$ cat config.mk
export PLATFORM = sky130hd
export DESIGN_NAME = ex_alu_stage
export DESIGN_NICKNAME = d
export VERILOG_FILES = /design/src/rtl/alu_pkg.sv /design/src/rtl/alu_core.sv /design/src/rtl/ex_alu_stage.sv
export SDC_FILE = /design/constraint.sdc
export NUM_CORES = 1
export LEC_CHECK = 0
export CORE_MARGIN = 2
export CORE_UTILIZATION = 46
export CTS_CLUSTER_DIAMETER = 120
export DETAILED_ROUTE_END_ITERATION = 8
export GPL_TIMING_DRIVEN = 0
export MAX_ROUTING_LAYER = met4
export PLACE_DENSITY_LB_ADDON = 0.25
export SLEW_MARGIN = 20
export SYNTH_ARGS = -nofsm -noshare
export SYNTH_HDL_FRONTEND = slang
export SYNTH_SLANG_ARGS = --single-unit
$ cat constraint.sdc
create_clock -name clk -period 2.4 [get_ports clk]
set_input_delay 0.48 -clock clk [delete_from_list [all_inputs] [get_ports clk]]
set_output_delay 0.48 -clock clk [all_outputs]
set_load 0.005 [all_outputs]
$ cat src/rtl/alu_pkg.sv
// Shared ALU control-code definitions for the execute stage.
// Also holds the small decode helpers used by the core and the stage.
package alu_pkg;

    localparam logic [3:0] ALU_ADD = 4'b0000;
    localparam logic [3:0] ALU_SUB = 4'b0001;
    localparam logic [3:0] ALU_AND = 4'b0010;
    localparam logic [3:0] ALU_NOR = 4'b0011;
    localparam logic [3:0] ALU_OR  = 4'b0100;
    localparam logic [3:0] ALU_SLT = 4'b0101;
    localparam logic [3:0] ALU_BEQ = 4'b0110;
    localparam logic [3:0] ALU_BNE = 4'b0111;

    // Every code from here upward is unassigned.
    localparam logic [3:0] ALU_ILLEGAL_MIN = 4'b1000;

    function automatic logic is_branch(input logic [3:0] code);
        return (code == ALU_BEQ) || (code == ALU_BNE);
    endfunction

    function automatic logic is_illegal(input logic [3:0] code);
        return (code >= ALU_ILLEGAL_MIN);
    endfunction

endpackage

$ cat src/rtl/alu_core.sv
// Combinational ALU: result, zero flag, signed overflow (ADD/SUB only)
// and an illegal-code flag. Illegal codes produce a zero result.
module alu_core
    import alu_pkg::*;
#(
    parameter int WIDTH = 32
) (
    input  logic [3:0]       alu_ctrl,
    input  logic [WIDTH-1:0] op_a,
    input  logic [WIDTH-1:0] op_b,
    output logic [WIDTH-1:0] result,
    output logic             zero,
    output logic             overflow,
    output logic             illegal
);

    logic [WIDTH-1:0] sum_s;
    logic [WIDTH-1:0] diff_s;
    logic [WIDTH-1:0] result_s;
    logic             ovf_s;
    logic             slt_s;

    assign sum_s  = op_a + op_b;
    assign diff_s = op_a - op_b;
    assign slt_s  = ($signed(op_a) < $signed(op_b));

    // Operation select and signed-overflow detection.
    always_comb begin
        result_s = '0;
        ovf_s    = 1'b0;
        case (alu_ctrl)
            ALU_ADD: begin
                result_s = sum_s;
                ovf_s    = (op_a[WIDTH-1] == op_b[WIDTH-1]) && (sum_s[WIDTH-1] != op_a[WIDTH-1]);
            end
            ALU_SUB: begin
                result_s = diff_s;
                ovf_s    = (op_a[WIDTH-1] != op_b[WIDTH-1]) && (diff_s[WIDTH-1] != op_a[WIDTH-1]);
            end
            ALU_AND: result_s = op_a & op_b;
            ALU_NOR: result_s = ~(op_a | op_b);
            ALU_OR:  result_s = op_a | op_b;
            ALU_SLT: result_s = {{(WIDTH-1){1'b0}}, slt_s};
            ALU_BEQ, ALU_BNE: result_s = diff_s;
            default: begin
                result_s = '0;
                ovf_s    = 1'b0;
            end
        endcase
    end

    assign result   = result_s;
    assign zero     = (result_s == '0);
    assign overflow = ovf_s;
    assign illegal  = is_illegal(alu_ctrl);

endmodule

$ cat src/rtl/ex_alu_stage.sv
// Execute stage: ALU plus EX/MEM pipeline register with flush/stall,
// one-cycle branch/illegal pulses and saturating performance counters.
module ex_alu_stage
    import alu_pkg::*;
#(
    parameter int WIDTH = 32,
    parameter int CNT_W = 32
) (
    input  logic             clk,
    input  logic             rst_n,
    input  logic             in_valid,
    input  logic [3:0]       alu_ctrl,
    input  logic [WIDTH-1:0] op_a,
    input  logic [WIDTH-1:0] op_b,
    input  logic [WIDTH-1:0] store_data_in,
    input  logic [4:0]       rd_in,
    input  logic             reg_write_in,
    input  logic             mem_read_in,
    input  logic             mem_write_in,
    input  logic [31:0]      branch_target_in,
    input  logic             stall,
    input  logic             flush,
    output logic             out_valid,
    output logic [WIDTH-1:0] result,
    output logic [WIDTH-1:0] store_data_out,
    output logic [4:0]       rd_out,
    output logic             reg_write_out,
    output logic             mem_read_out,
    output logic             mem_write_out,
    output logic             zero_out,
    output logic             overflow_out,
    output logic             branch_taken,
    output logic [31:0]      branch_target_out,
    output logic             illegal_op,
    output logic [CNT_W-1:0] instr_count,
    output logic [CNT_W-1:0] branch_count
);

    localparam logic [CNT_W-1:0] CNT_ONE = {{(CNT_W-1){1'b0}}, 1'b1};

    logic [WIDTH-1:0] alu_res_s;
    logic             alu_zero_s;
    logic             alu_ovf_s;
    logic             alu_ill_s;
    logic             bubble_s;
    logic             taken_s;
    logic             ctrl_ok_s;

    logic             valid_d,  valid_q;
    logic [WIDTH-1:0] result_d, result_q;
    logic [WIDTH-1:0] store_d,  store_q;
    logic [4:0]       rd_d,     rd_q;
    logic             rw_d,     rw_q;
    logic             mr_d,     mr_q;
    logic             mw_d,     mw_q;
    logic             zero_d,   zero_q;
    logic             ovf_d,    ovf_q;
    logic             bt_d,     bt_q;
    logic [31:0]      tgt_d,    tgt_q;
    logic             ill_d,    ill_q;
    logic [CNT_W-1:0] icnt_d,   icnt_q;
    logic [CNT_W-1:0] bcnt_d,   bcnt_q;

    alu_core #(.WIDTH(WIDTH)) u_alu_core (
        .alu_ctrl (alu_ctrl),
        .op_a     (op_a),
        .op_b     (op_b),
        .result   (alu_res_s),
        .zero     (alu_zero_s),
        .overflow (alu_ovf_s),
        .illegal  (alu_ill_s)
    );

    // Flush wins over stall; an empty slot with no stall is also a bubble.
    assign bubble_s  = flush || (!stall && !in_valid);
    assign taken_s   = (alu_ctrl == ALU_BEQ) ? alu_zero_s :
                       (alu_ctrl == ALU_BNE) ? !alu_zero_s : 1'b0;
    assign ctrl_ok_s = !is_branch(alu_ctrl) && !alu_ill_s;

    // Next-state for the EX/MEM register and counters.
    always_comb begin
        valid_d  = valid_q;
        result_d = result_q;
        store_d  = store_q;
        rd_d     = rd_q;
        rw_d     = rw_q;
        mr_d     = mr_q;
        mw_d     = mw_q;
        zero_d   = zero_q;
        ovf_d    = ovf_q;
        tgt_d    = tgt_q;
        bt_d     = 1'b0;
        ill_d    = 1'b0;
        icnt_d   = icnt_q;
        bcnt_d   = bcnt_q;
        if (bubble_s) begin
            valid_d  = 1'b0;
            result_d = '0;
            store_d  = '0;
            rd_d     = 5'd0;
            rw_d     = 1'b0;
            mr_d     = 1'b0;
            mw_d     = 1'b0;
            zero_d   = 1'b0;
            ovf_d    = 1'b0;
            tgt_d    = 32'd0;
        end else if (stall) begin
            valid_d = valid_q;
        end else begin
            valid_d  = 1'b1;
            result_d = alu_res_s;
            store_d  = store_data_in;
            rd_d     = rd_in;
            rw_d     = reg_write_in && ctrl_ok_s;
            mr_d     = mem_read_in && ctrl_ok_s;
            mw_d     = mem_write_in && ctrl_ok_s;
            zero_d   = alu_zero_s;
            ovf_d    = alu_ovf_s;
            bt_d     = taken_s;
            tgt_d    = taken_s ? branch_target_in : 32'd0;
            ill_d    = alu_ill_s;
            if (icnt_q != '1) begin
                icnt_d = icnt_q + CNT_ONE;
            end else begin
                icnt_d = icnt_q;
            end
            if (taken_s && (bcnt_q != '1)) begin
                bcnt_d = bcnt_q + CNT_ONE;
            end else begin
                bcnt_d = bcnt_q;
            end
        end
    end

    // EX/MEM state register.
    always_ff @(posedge clk or negedge rst_n) begin
        if (!rst_n) begin
            valid_q  <= 1'b0;
            result_q <= '0;
            store_q  <= '0;
            rd_q     <= 5'd0;
            rw_q     <= 1'b0;
            mr_q     <= 1'b0;
            mw_q     <= 1'b0;
            zero_q   <= 1'b0;
            ovf_q    <= 1'b0;
            bt_q     <= 1'b0;
            tgt_q    <= 32'd0;
            ill_q    <= 1'b0;
            icnt_q   <= '0;
            bcnt_q   <= '0;
        end else begin
            valid_q  <= valid_d;
            result_q <= result_d;
            store_q  <= store_d;
            rd_q     <= rd_d;
            rw_q     <= rw_d;
            mr_q     <= mr_d;
            mw_q     <= mw_d;
            zero_q   <= zero_d;
            ovf_q    <= ovf_d;
            bt_q     <= bt_d;
            tgt_q    <= tgt_d;
            ill_q    <= ill_d;
            icnt_q   <= icnt_d;
            bcnt_q   <= bcnt_d;
        end
    end

    assign out_valid         = valid_q;
    assign result            = result_q;
    assign store_data_out    = store_q;
    assign rd_out            = rd_q;
    assign reg_write_out     = rw_q;
    assign mem_read_out      = mr_q;
    assign mem_write_out     = mw_q;
    assign zero_out          = zero_q;
    assign overflow_out      = ovf_q;
    assign branch_taken      = bt_q;
    assign branch_target_out = tgt_q;
    assign illegal_op        = ill_q;
    assign instr_count       = instr_count_w(icnt_q);
    assign branch_count      = bcnt_q;

    function automatic logic [CNT_W-1:0] instr_count_w(input logic [CNT_W-1:0] v);
        return v;
    endfunction

endmodule

==> impl_results.html, run 1 <==
<table>
<tr><th>Metric</th><th>Value</th></tr>
<tr><th colspan="2">Yosys</th></tr>
<tr><td>Synth Warn #</td><td>0</td></tr>
<tr><td>Number of enable flip-flop cells after synthesis</td><td>0</td></tr>
<tr><td>Share of synthesized registers carrying an async set or reset</td><td>1.000</td></tr>
<tr><td>Top-count cell post-synth</td><td>sky130_fd_sc_hd__dfrtp_1</td></tr>
<tr><td>Post-synth top area share</td><td>0.3442</td></tr>
<tr><td>Mapped Nets</td><td>1,667</td></tr>
<tr><td>Dominant cells by area after synthesis</td><td>sky130_fd_sc_hd__dfrtp_1, sky130_fd_sc_hd__ha_1, sky130_fd_sc_hd__a22o_1</td></tr>
<tr><td>Cell Area, Synth</td><td>12,580 um2</td></tr>
<tr><td>FF+latch count, synth</td><td>between 150 and 200</td></tr>
<tr><td>Seq/Total Area, Yosys</td><td>0.3442</td></tr>
<tr><td>Avg Cell Area, Syn</td><td>8.864 um2</td></tr>
<tr><td>Most common flop cell mapped by yosys</td><td>sky130_fd_sc_hd__dfrtp_1</td></tr>
<tr><td>Synthesized netlist cell count</td><td>1,419</td></tr>
<tr><td>Commonest cells in the netlist</td><td>sky130_fd_sc_hd__dfrtp_1, sky130_fd_sc_hd__inv_1, sky130_fd_sc_hd__ha_1</td></tr>
<tr><td>Top cell type by total area after synthesis</td><td>sky130_fd_sc_hd__dfrtp_1</td></tr>
<tr><td>Unique cell type count in the Yosys netlist</td><td>78</td></tr>
<tr><th colspan="2">Cells and area</th></tr>
<tr><td>Layout area overhead</td><td>69.18%</td></tr>
<tr><td>Proportion of layout cells with a drive suffix above 1</td><td>0.3359</td></tr>
<tr><td>Layout net count</td><td>2,200</td></tr>
<tr><td>Design Area, Final</td><td>about 21,000 um2</td></tr>
<tr><th colspan="2">Status</th></tr>
<tr><td>Run status</td><td>finished with violations</td></tr>
<tr><td>Violations in the final reports</td><td>setup timing</td></tr>
<tr><th colspan="2">Die</th></tr>
<tr><td>I/O pins</td><td>~320</td></tr>
<tr><td>Initial core utilization</td><td>0.4680</td></tr>
<tr><td>Area of the die</td><td>roughly 29,000 um2</td></tr>
<tr><td>Core region area</td><td>26,880 um2</td></tr>
<tr><td>Site Rows</td><td>60</td></tr>
<tr><td>Die Y-Extent</td><td>169.4 um</td></tr>
<tr><td>Die boundary width</td><td>169.4 um</td></tr>
<tr><th colspan="2">Clocking</th></tr>
<tr><td>Insertion delay to the later sink of the worst-skew pair</td><td>0.43 ns</td></tr>
<tr><td>Number of CTS-inserted buffers</td><td>17</td></tr>
<tr><td>Maximum clock path buffer count</td><td>2</td></tr>
<tr><td>CTS H-Tree Depth</td><td>4</td></tr>
<tr><td>Clock tree from TritonCTS</td><td>yes</td></tr>
<tr><td>CTS sink cnt</td><td>173</td></tr>
<tr><td>Clock-pin transition on the worst setup and hold timing paths</td><td>roughly 0.07 ns</td></tr>
<tr><td>CTS Root Buffer Type</td><td>sky130_fd_sc_hd__clkbuf_16</td></tr>
<tr><th colspan="2">Critical path</th></tr>
<tr><td>Sort of element at the start of the critical path</td><td>primary input</td></tr>
<tr><td>Path type of the worst setup path</td><td>primary input to flop</td></tr>
<tr><td>Delay-heaviest family, CP</td><td>compound AO/OA/AOI/OAI gates</td></tr>
<tr><td>Required time reported for the critical path endpoint</td><td>2.71 ns</td></tr>
<tr><td>Cell chain of the critical path</td><td>buf_12 -&gt; inv_12 -&gt; ha_4 -&gt; inv_2 -&gt; fa_2 -&gt; nor2b_4 -&gt; o311ai_4 -&gt; buf_6 -&gt; a2111oi_4 -&gt; o21ai_2 -&gt; nand4b_1 -&gt; a2111oi_4 -&gt; o22a_1 -&gt; o211ai_1 -&gt; or4_4 -&gt; nor4_4 -&gt; buf_4 -&gt; mux2i_4 -&gt; buf_6 -&gt; nand2_4 -&gt; mux2_4</td></tr>
<tr><td>Worst-path fanout max</td><td>5</td></tr>
<tr><td>Slowest Stage Delay on Critical Path</td><td>0.46 ns</td></tr>
<tr><td>Crit path capture type</td><td>flop</td></tr>
<tr><td>Highest-delay cell along the critical path</td><td>sky130_fd_sc_hd__or4_4</td></tr>
<tr><td>Combined buffer and inverter count along the critical path</td><td>6</td></tr>
<tr><td>Crit path DAT</td><td>4.89 ns</td></tr>
<tr><th colspan="2">STA</th></tr>
<tr><td>Final setup fails</td><td>98</td></tr>
<tr><td>Final worst clock skew</td><td>0.01003 ns</td></tr>
<tr><td>Max-slew violations</td><td>0</td></tr>
<tr><td>Fmax</td><td>0.2184 GHz</td></tr>
<tr><td>Unrepaired setup endpoints after global routing</td><td>yes</td></tr>
<tr><td>Crit share post-route</td><td>1.908</td></tr>
<tr><td>Post-route setup slack</td><td>-2.179 ns</td></tr>
<tr><td>Min Clock Period, post-route</td><td>~4.6 ns</td></tr>
<tr><td>Transition time of the tightest slew-check pin</td><td>0.9356 ns</td></tr>
<tr><td>Slew HR</td><td>0.3715</td></tr>
<tr><td>Hold Violations, Final</td><td>0</td></tr>
<tr><th colspan="2">Global route</th></tr>
<tr><td>Largest net degree at the start of global routing</td><td>100</td></tr>
<tr><td>First-pass GRT wire length</td><td>83.59 mm</td></tr>
<tr><td>Total gr overflow</td><td>0</td></tr>
<tr><td>Total GRT Usage</td><td>0.3889</td></tr>
<tr><td>Antenna violations before repair</td><td>3</td></tr>
<tr><td>Number of global-route vias before repair</td><td>about 14,000</td></tr>
<tr><th colspan="2">Worst hold path</th></tr>
<tr><td>Worst min path class</td><td>primary input to async pin</td></tr>
<tr><th colspan="2">Power and ir drop</th></tr>
<tr><td>Leakage power</td><td>9.194 nW</td></tr>
<tr><td>Reg power frac</td><td>0.324</td></tr>
<tr><td>Share of total power in combinational logic</td><td>0.385</td></tr>
<tr><td>Total power per unit cell area</td><td>448.6 nW/um2</td></tr>
<tr><td>Total net switching power</td><td>0.003313 W</td></tr>
<tr><td>Internal power summed over all cells</td><td>0.006232 W</td></tr>
<tr><td>Part of the total power dissipated in the clock network</td><td>0.291</td></tr>
<tr><td>Peak supply drop</td><td>approximately 500 uV</td></tr>
<tr><td>Switching share of total power</td><td>0.3471</td></tr>
<tr><th colspan="2">Placement</th></tr>
<tr><td>Number of buffers added on ports</td><td>315</td></tr>
<tr><td>Cell area after placement</td><td>16,880 um2</td></tr>
<tr><td>Placement Setup Slack</td><td>-4.386 ns</td></tr>
<tr><td>HPWL after detailed placement</td><td>slightly above 40 mm</td></tr>
<tr><td>Routability congestion estimate from global placement</td><td>1.051</td></tr>
<tr><th colspan="2">Routing</th></tr>
<tr><td>Wire length after detailed routing</td><td>between 50 and 60 mm</td></tr>
<tr><td>Detail-routed net length per standard cell</td><td>approximately 25 um</td></tr>
<tr><td>Post-route antenna net violation count</td><td>0</td></tr>
<tr><td>Drt via density</td><td>roughly 6.3</td></tr>
<tr><td>Total via count after detailed routing</td><td>14,657</td></tr>
<tr><td>DRC viols</td><td>0</td></tr>
<tr><td>Number of detailed-route iterations in the first pass</td><td>6</td></tr>
<tr><td>Starting DRC count in detailed routing</td><td>1,268</td></tr>
<tr><th colspan="2">Job</th></tr>
<tr><td>Count of max-cap constraint violations</td><td>0</td></tr>
</table>
## layout by cell type (no fill, tap or decap), drive strengths merged, types with 12 or more instances in the layout
master,count
clkdlybuf4s50,263
buf,245
dfrtp,173
inv,117
ha,101
nand2,97
clkbuf,88
nor2,87
a22o,85
a21oi,73
o21ai,68
xnor2,58
nand3,53
mux2i,35
nand4,31
nor3,25
and3,23
o22ai,18
a21o,17
o22a,16
dlygate4sd2,16
a211oi,16
xor2,15
o31ai,15
nor4,14
a31oi,14
and2,13
o211ai,12
## worst register-to-register path: cells and delay by family, from the launching register on
kind / cells / cell delay, ns
buf+inv: 1 / 0.41
flops: 1 / 0.45
xor+xnor: 1 / 0.13
simple gates: 9 / 2.11
## sequential cells by signal, indices dropped and copies added, names as in the netlist, 5 cells and up
register and cells:
result 32, store_data_out 32, rd_out 5, branch_target_out 32, instr_count 32, branch_count 32
## per-stage QoR
step           instances  hold slack, ns    util  setup TNS, ns  total power (W)
2_1_floorplan       1419          0.1844       -        -135.74         0.004513
3_3_place_gp        2075          0.4608  0.6268       -1389.81         0.005588
3_5_place_dp        2076          0.4696  0.6283        -340.24         0.005616
4_1_cts             2248          0.1069  0.7553        -136.34         0.009186
5_1_grt             2309          0.1219  0.7918        -159.64         0.009860
6_report            2309         0.07660  0.7918        -147.79         0.009545
## routing by layer
metal | up-vias | GRT usage | wire length (um)
li1 | 6308 | - | -
met1 | 7179 | 0.4344 | 21270
met2 | 878 | 0.6584 | 28260
met3 | 292 | 0.07789 | 4959
met4 | 0 | 0.2066 | 3655
met5 | - | - | 0
## final timing paths
| path | start | endpoint | slack, ns | cells after the start |
|---|---|---|---|---|
| setup / recovery | op_a[0] | branch_count[1] | -2.18 | 21 |
| hold / removal | rst_n | store_data_out[12] | 0.08 | 1 |
| setup reg to reg | branch_count[6] | branch_count[18] | -0.78 | 11 |
| hold reg to reg | result[13] | result[13] | 0.48 | 2 |
| max in group asynchronous | rst_n | branch_count[6] | 1.47 | 2 |
| min in group clk | result[13] | result[13] | 0.48 | 2 |
## power groups by stage
stage / combinational, W / clock, W / sequential [W]
final: 0.00367 / 0.00278 / 0.00309
after global routing: 0.00383 / 0.00292 / 0.00311
after CTS: 0.00331 / 0.00279 / 0.00309
after detailed placement: 0.00246 / 0 / 0.00315
after global placement: 0.00244 / 0 / 0.00315
after floorplan: 0.00137 / 0 / 0.00315
## area by class of cell
cell class | count | area, um2
Multi-Input combinational cell | 1051 | 9719
Fill cell | 1705 | 5595
Timing Repair Buffer | 523 | 4908
Sequential cell | 173 | 4329
Buffer | 77 | 792.0
Inverter | 109 | 509.2
Clock buffer | 18 | 439.2
Tap cell | 341 | 426.7
Clock inverter | 14 | 148.9
Antenna cell | 3 | 7.507
## repair_timing
action                     in CTS  in global routing
cloned                          2                  2
pin swaps                     125                106
gates resized for setup       553                140
hold buffers                    0                  0
setup buffers                 147                 63
setup endpoints to repair     104                107
## cells by family (layout without fill, tap and decap cells)
kind of cell    count (synthesis)  after routing  share of synthesized area
compound gates                443            443                     0.2548
xor+xnor                       73             73                    0.05083
fa+ha+maj                     103            103                     0.1037
buf+inv                       195            741                    0.05889
flops                         173            173                     0.3442
mux                            40             40                    0.03233
other cells                     0              3                          0
simple gates                  392            392                     0.1553
Note: power is estimated with default switching activity, not from simulation.
==> run 2, diff against run 1 <==
Settings changed: TNS_END_PERCENT set to 10.
==> run 2 against run 1 <==
Sequential power hardly changed. Cell area is 9.6% lower. Critical path depth is 3 lower. The flow still finishes with violations (setup timing). Critical path type unchanged. Via count is 6.9% lower.
==> impl_results.html, run 2 (same netlist as run 1, synthesis figures left out) <==
<table>
<tr><th>Metric</th><th>Value</th></tr>
<tr><th colspan="2">Status</th></tr>
<tr><td>Run status</td><td>finished with violations (unchanged)</td></tr>
<tr><td>Violations in the final reports</td><td>setup timing (unchanged)</td></tr>
<tr><th colspan="2">STA</th></tr>
<tr><td>Final setup fails</td><td>103 (was 98)</td></tr>
<tr><td>Crit share post-route</td><td>1.950 (was 1.908)</td></tr>
<tr><td>Unrepaired setup endpoints after global routing</td><td>yes (unchanged)</td></tr>
<tr><td>Transition time of the tightest slew-check pin</td><td>1.095 ns (was 0.9356 ns)</td></tr>
<tr><td>Fmax</td><td>0.2137 GHz (was 0.2184 GHz)</td></tr>
<tr><td>Hold Violations, Final</td><td>0 (unchanged)</td></tr>
<tr><td>Final worst clock skew</td><td>0.01281 ns (was 0.01003 ns)</td></tr>
<tr><td>Post-route setup slack</td><td>-2.279 ns (was -2.179 ns)</td></tr>
<tr><td>Tightest hold margin</td><td>0.04595 ns (was 0.07660 ns)</td></tr>
<tr><td>Min Clock Period, post-route</td><td>4.679 ns (was 4.579 ns)</td></tr>
<tr><td>Slew HR</td><td>0.2642 (was 0.3715)</td></tr>
<tr><td>Max-slew violations</td><td>0 (unchanged)</td></tr>
<tr><th colspan="2">Power and ir drop</th></tr>
<tr><td>Leakage power</td><td>8.265 nW (was 9.194 nW)</td></tr>
<tr><td>Peak supply drop</td><td>496.9 uV (was 501.2 uV)</td></tr>
<tr><td>Total power per unit cell area</td><td>462.3 nW/um2 (was 448.6 nW/um2)</td></tr>
<tr><th colspan="2">Die</th></tr>
<tr><td>Core region area</td><td>26,880 um2 (unchanged)</td></tr>
<tr><td>Die boundary width</td><td>169.4 um (unchanged)</td></tr>
<tr><td>Area of the die</td><td>28,680 um2 (unchanged)</td></tr>
<tr><td>Die Y-Extent</td><td>169.4 um (unchanged)</td></tr>
<tr><td>Initial core utilization</td><td>0.4680 (unchanged)</td></tr>
<tr><td>I/O pins</td><td>318 (unchanged)</td></tr>
<tr><td>Site Rows</td><td>60 (unchanged)</td></tr>
<tr><th colspan="2">Cells and area</th></tr>
<tr><td>Design Area, Final</td><td>19,230 um2 (was 21,280 um2)</td></tr>
<tr><td>Non-Filler Instances</td><td>2,179 (was 2,309)</td></tr>
<tr><td>Layout area overhead</td><td>52.87% (was 69.18%)</td></tr>
<tr><td>Fillers</td><td>2,071 (was 1,705)</td></tr>
<tr><td>Leading cell type in the layout, fill and taps excluded</td><td>sky130_fd_sc_hd__clkdlybuf4s50_1 (unchanged)</td></tr>
<tr><td>Proportion of layout cells with a drive suffix above 1</td><td>0.2320 (was 0.3359)</td></tr>
<tr><td>Commonest cells after routing, fill and taps aside</td><td>sky130_fd_sc_hd__clkdlybuf4s50_1, sky130_fd_sc_hd__dfrtp_1, sky130_fd_sc_hd__nand2_1 (was sky130_fd_sc_hd__clkdlybuf4s50_1, sky130_fd_sc_hd__buf_4, sky130_fd_sc_hd__dfrtp_1)</td></tr>
<tr><td>Layout net count</td><td>2,071 (was 2,200)</td></tr>
<tr><th colspan="2">Routing</th></tr>
<tr><td>DRC viols</td><td>0 (unchanged)</td></tr>
<tr><td>Wire length after detailed routing</td><td>53.11 mm (was 58.14 mm)</td></tr>
<tr><td>Number of detailed-route iterations in the first pass</td><td>6 (unchanged)</td></tr>
<tr><td>Drt via density</td><td>6.260 (was 6.348)</td></tr>
<tr><td>Starting DRC count in detailed routing</td><td>1,085 (was 1,268)</td></tr>
<tr><td>Total via count after detailed routing</td><td>13,640 (was 14,657)</td></tr>
<tr><td>Detail-routed net length per standard cell</td><td>24.38 um (was 25.18 um)</td></tr>
<tr><td>Post-route antenna net violation count</td><td>0 (unchanged)</td></tr>
<tr><th colspan="2">Global route</th></tr>
<tr><td>Total gr overflow</td><td>0 (unchanged)</td></tr>
<tr><td>Number of global-route vias before repair</td><td>13,291 (was 14,464)</td></tr>
<tr><td>Largest net degree at the start of global routing</td><td>92 (was 100)</td></tr>
<tr><td>Antenna violations before repair</td><td>2 (was 3)</td></tr>
<tr><td>First-pass GRT wire length</td><td>78.63 mm (was 83.59 mm)</td></tr>
<tr><td>Total GRT Usage</td><td>0.3670 (was 0.3889)</td></tr>
<tr><th colspan="2">Placement</th></tr>
<tr><td>Number of buffers added on ports</td><td>315 (unchanged)</td></tr>
<tr><td>Count of placed standard cells including taps</td><td>2,076 (unchanged)</td></tr>
<tr><td>Cell area after placement</td><td>16,290 um2 (was 16,880 um2)</td></tr>
<tr><td>Routability congestion estimate from global placement</td><td>1.016 (was 1.051)</td></tr>
<tr><td>HPWL after detailed placement</td><td>39.58 mm (was 40.28 mm)</td></tr>
<tr><th colspan="2">Clocking</th></tr>
<tr><td>CTS Root Buffer Type</td><td>sky130_fd_sc_hd__clkbuf_16 (unchanged)</td></tr>
<tr><td>CTS sink cnt</td><td>173 (unchanged)</td></tr>
<tr><td>Number of CTS-inserted buffers</td><td>17 (unchanged)</td></tr>
<tr><td>Clock tree from TritonCTS</td><td>yes (unchanged)</td></tr>
<tr><td>Maximum clock path buffer count</td><td>2 (unchanged)</td></tr>
<tr><td>Number of buffers inserted by hold repair at cts</td><td>0 (unchanged)</td></tr>
<tr><td>Clock-pin transition on the worst setup and hold timing paths</td><td>0.08 ns (was 0.07 ns)</td></tr>
<tr><td>Insertion delay to the later sink of the worst-skew pair</td><td>0.42 ns (was 0.43 ns)</td></tr>
<tr><td>CTS H-Tree Depth</td><td>4 (unchanged)</td></tr>
<tr><th colspan="2">Critical path</th></tr>
<tr><td>Startpoint of the worst setup timing path</td><td>alu_ctrl[2] (was op_a[0])</td></tr>
<tr><td>Highest-delay cell along the critical path</td><td>sky130_fd_sc_hd__clkdlybuf4s50_1 (was sky130_fd_sc_hd__or4_4)</td></tr>
<tr><td>Required time reported for the critical path endpoint</td><td>2.70 ns (was 2.71 ns)</td></tr>
<tr><td>Cell chain of the critical path</td><td>clkdlybuf4s50_1 -&gt; nand2b_2 -&gt; clkbuf_8 -&gt; clkbuf_4 -&gt; o221ai_1 -&gt; a22oi_1 -&gt; o2111ai_1 -&gt; nor3_1 -&gt; nand4_1 -&gt; nor4_4 -&gt; nand4_1 -&gt; nor4_4 -&gt; buf_4 -&gt; mux2i_4 -&gt; buf_12 -&gt; buf_8 -&gt; nand4_1 -&gt; xnor2_2 (was buf_12 -&gt; inv_12 -&gt; ha_4 -&gt; inv_2 -&gt; fa_2 -&gt; nor2b_4 -&gt; o311ai_4 -&gt; buf_6 -&gt; a2111oi_4 -&gt; o21ai_2 -&gt; nand4b_1 -&gt; a2111oi_4 -&gt; o22a_1 -&gt; o211ai_1 -&gt; or4_4 -&gt; nor4_4 -&gt; buf_4 -&gt; mux2i_4 -&gt; buf_6 -&gt; nand2_4 -&gt; mux2_4)</td></tr>
<tr><td>Slowest Stage Delay on Critical Path</td><td>0.61 ns (was 0.46 ns)</td></tr>
<tr><td>Sort of element at the start of the critical path</td><td>primary input (unchanged)</td></tr>
<tr><td>Combined buffer and inverter count along the critical path</td><td>6 (unchanged)</td></tr>
<tr><td>Crit path capture type</td><td>flop (unchanged)</td></tr>
<tr><td>Delay-heaviest family, CP</td><td>simple AND/OR/NAND/NOR gates (was compound AO/OA/AOI/OAI gates)</td></tr>
<tr><td>Critical register-to-register path startpoint</td><td>branch_count[6] (unchanged)</td></tr>
<tr><td>Most common cell type on the critical path</td><td>sky130_fd_sc_hd__nand4_1</td></tr>
<tr><td>Worst-path fanout max</td><td>10 (was 5)</td></tr>
<tr><td>Crit path DAT</td><td>4.98 ns (was 4.89 ns)</td></tr>
<tr><td>Path type of the worst setup path</td><td>primary input to flop (unchanged)</td></tr>
<tr><th colspan="2">Job</th></tr>
<tr><td>Count of max-cap constraint violations</td><td>0 (unchanged)</td></tr>
<tr><th colspan="2">Worst hold path</th></tr>
<tr><td>Worst min path class</td><td>primary input to async pin (unchanged)</td></tr>
</table>
## run 2: worst reg2reg max path: cells and delay by family (launching register included)
| kind | cells | cell delay (ns) |
|---|---|---|
| AND/OR/NAND/NOR | 9 | 2.05 |
| flip-flops | 1 | 0.43 |
| buffers and inverters | 1 | 0.35 |
| XOR/XNOR | 1 | 0.16 |
## run 2: power breakdown
group / internal (W) / switching (W)
registers: 0.00301 / 0.0000873
logic: 0.00135 / 0.00171
clock network: 0.00142 / 0.00131
total: 0.00578 / 0.00311
## run 2: routing by layer
layer	part of all wire	up-vias	track usage
met1	0.38	6720	0.4297
met4	0.055	0	0.1888
met5	0	-	-
met2	0.48	700	0.6099
met3	0.076	183	0.06110
li1	-	6037	-
## run 2: final timing paths
path / endpoint / slack, ns / depth (start not counted)
min in group clk: out_valid / 0.48 / 2
worst min register to register: out_valid / 0.48 / 2
worst max-delay path: branch_count[23] / -2.28 / 18
max in group asynchronous: instr_count[4] / 1.48 / 2
worst min-delay path: store_data_out[5] / 0.05 / 1
worst max register to register: branch_count[23] / -0.66 / 11
## run 2: final cells by class
class	instances	area, um2	share of cell area
Multi-Input combinational cell	1051	9000	0.4681
Sequential cell	173	4333	0.2253
Timing Repair Buffer	395	3795	0.1974
Buffer	76	641.9	0.03338
Inverter	109	442.9	0.02303
Clock buffer	18	439.2	0.02284
Tap cell	341	426.7	0.02219
Clock inverter	14	145.1	0.007548
Antenna cell	2	5.005	0.0002603
## run 2: through the flow
stage	power, W	setup TNS, ns	setup slack [ns]	utilization
after floorplan	0.004362	-144.37	-2.091	-
after global placement	0.005427	-1438.06	-6.191	0.6047
after detailed placement	0.005446	-372.31	-4.596	0.6062
after CTS	0.008690	-145.29	-2.043	0.6953
after global routing	0.009200	-163.58	-2.380	0.7155
final	0.008889	-155.07	-2.279	0.7155
## run 2: timing repair
action	4_1_cts	5_1_grt
resized for setup	424	120
pin swaps	65	45
buffers inserted	56	23
cloned	0	1
endpoints found under the setup margin	113	111
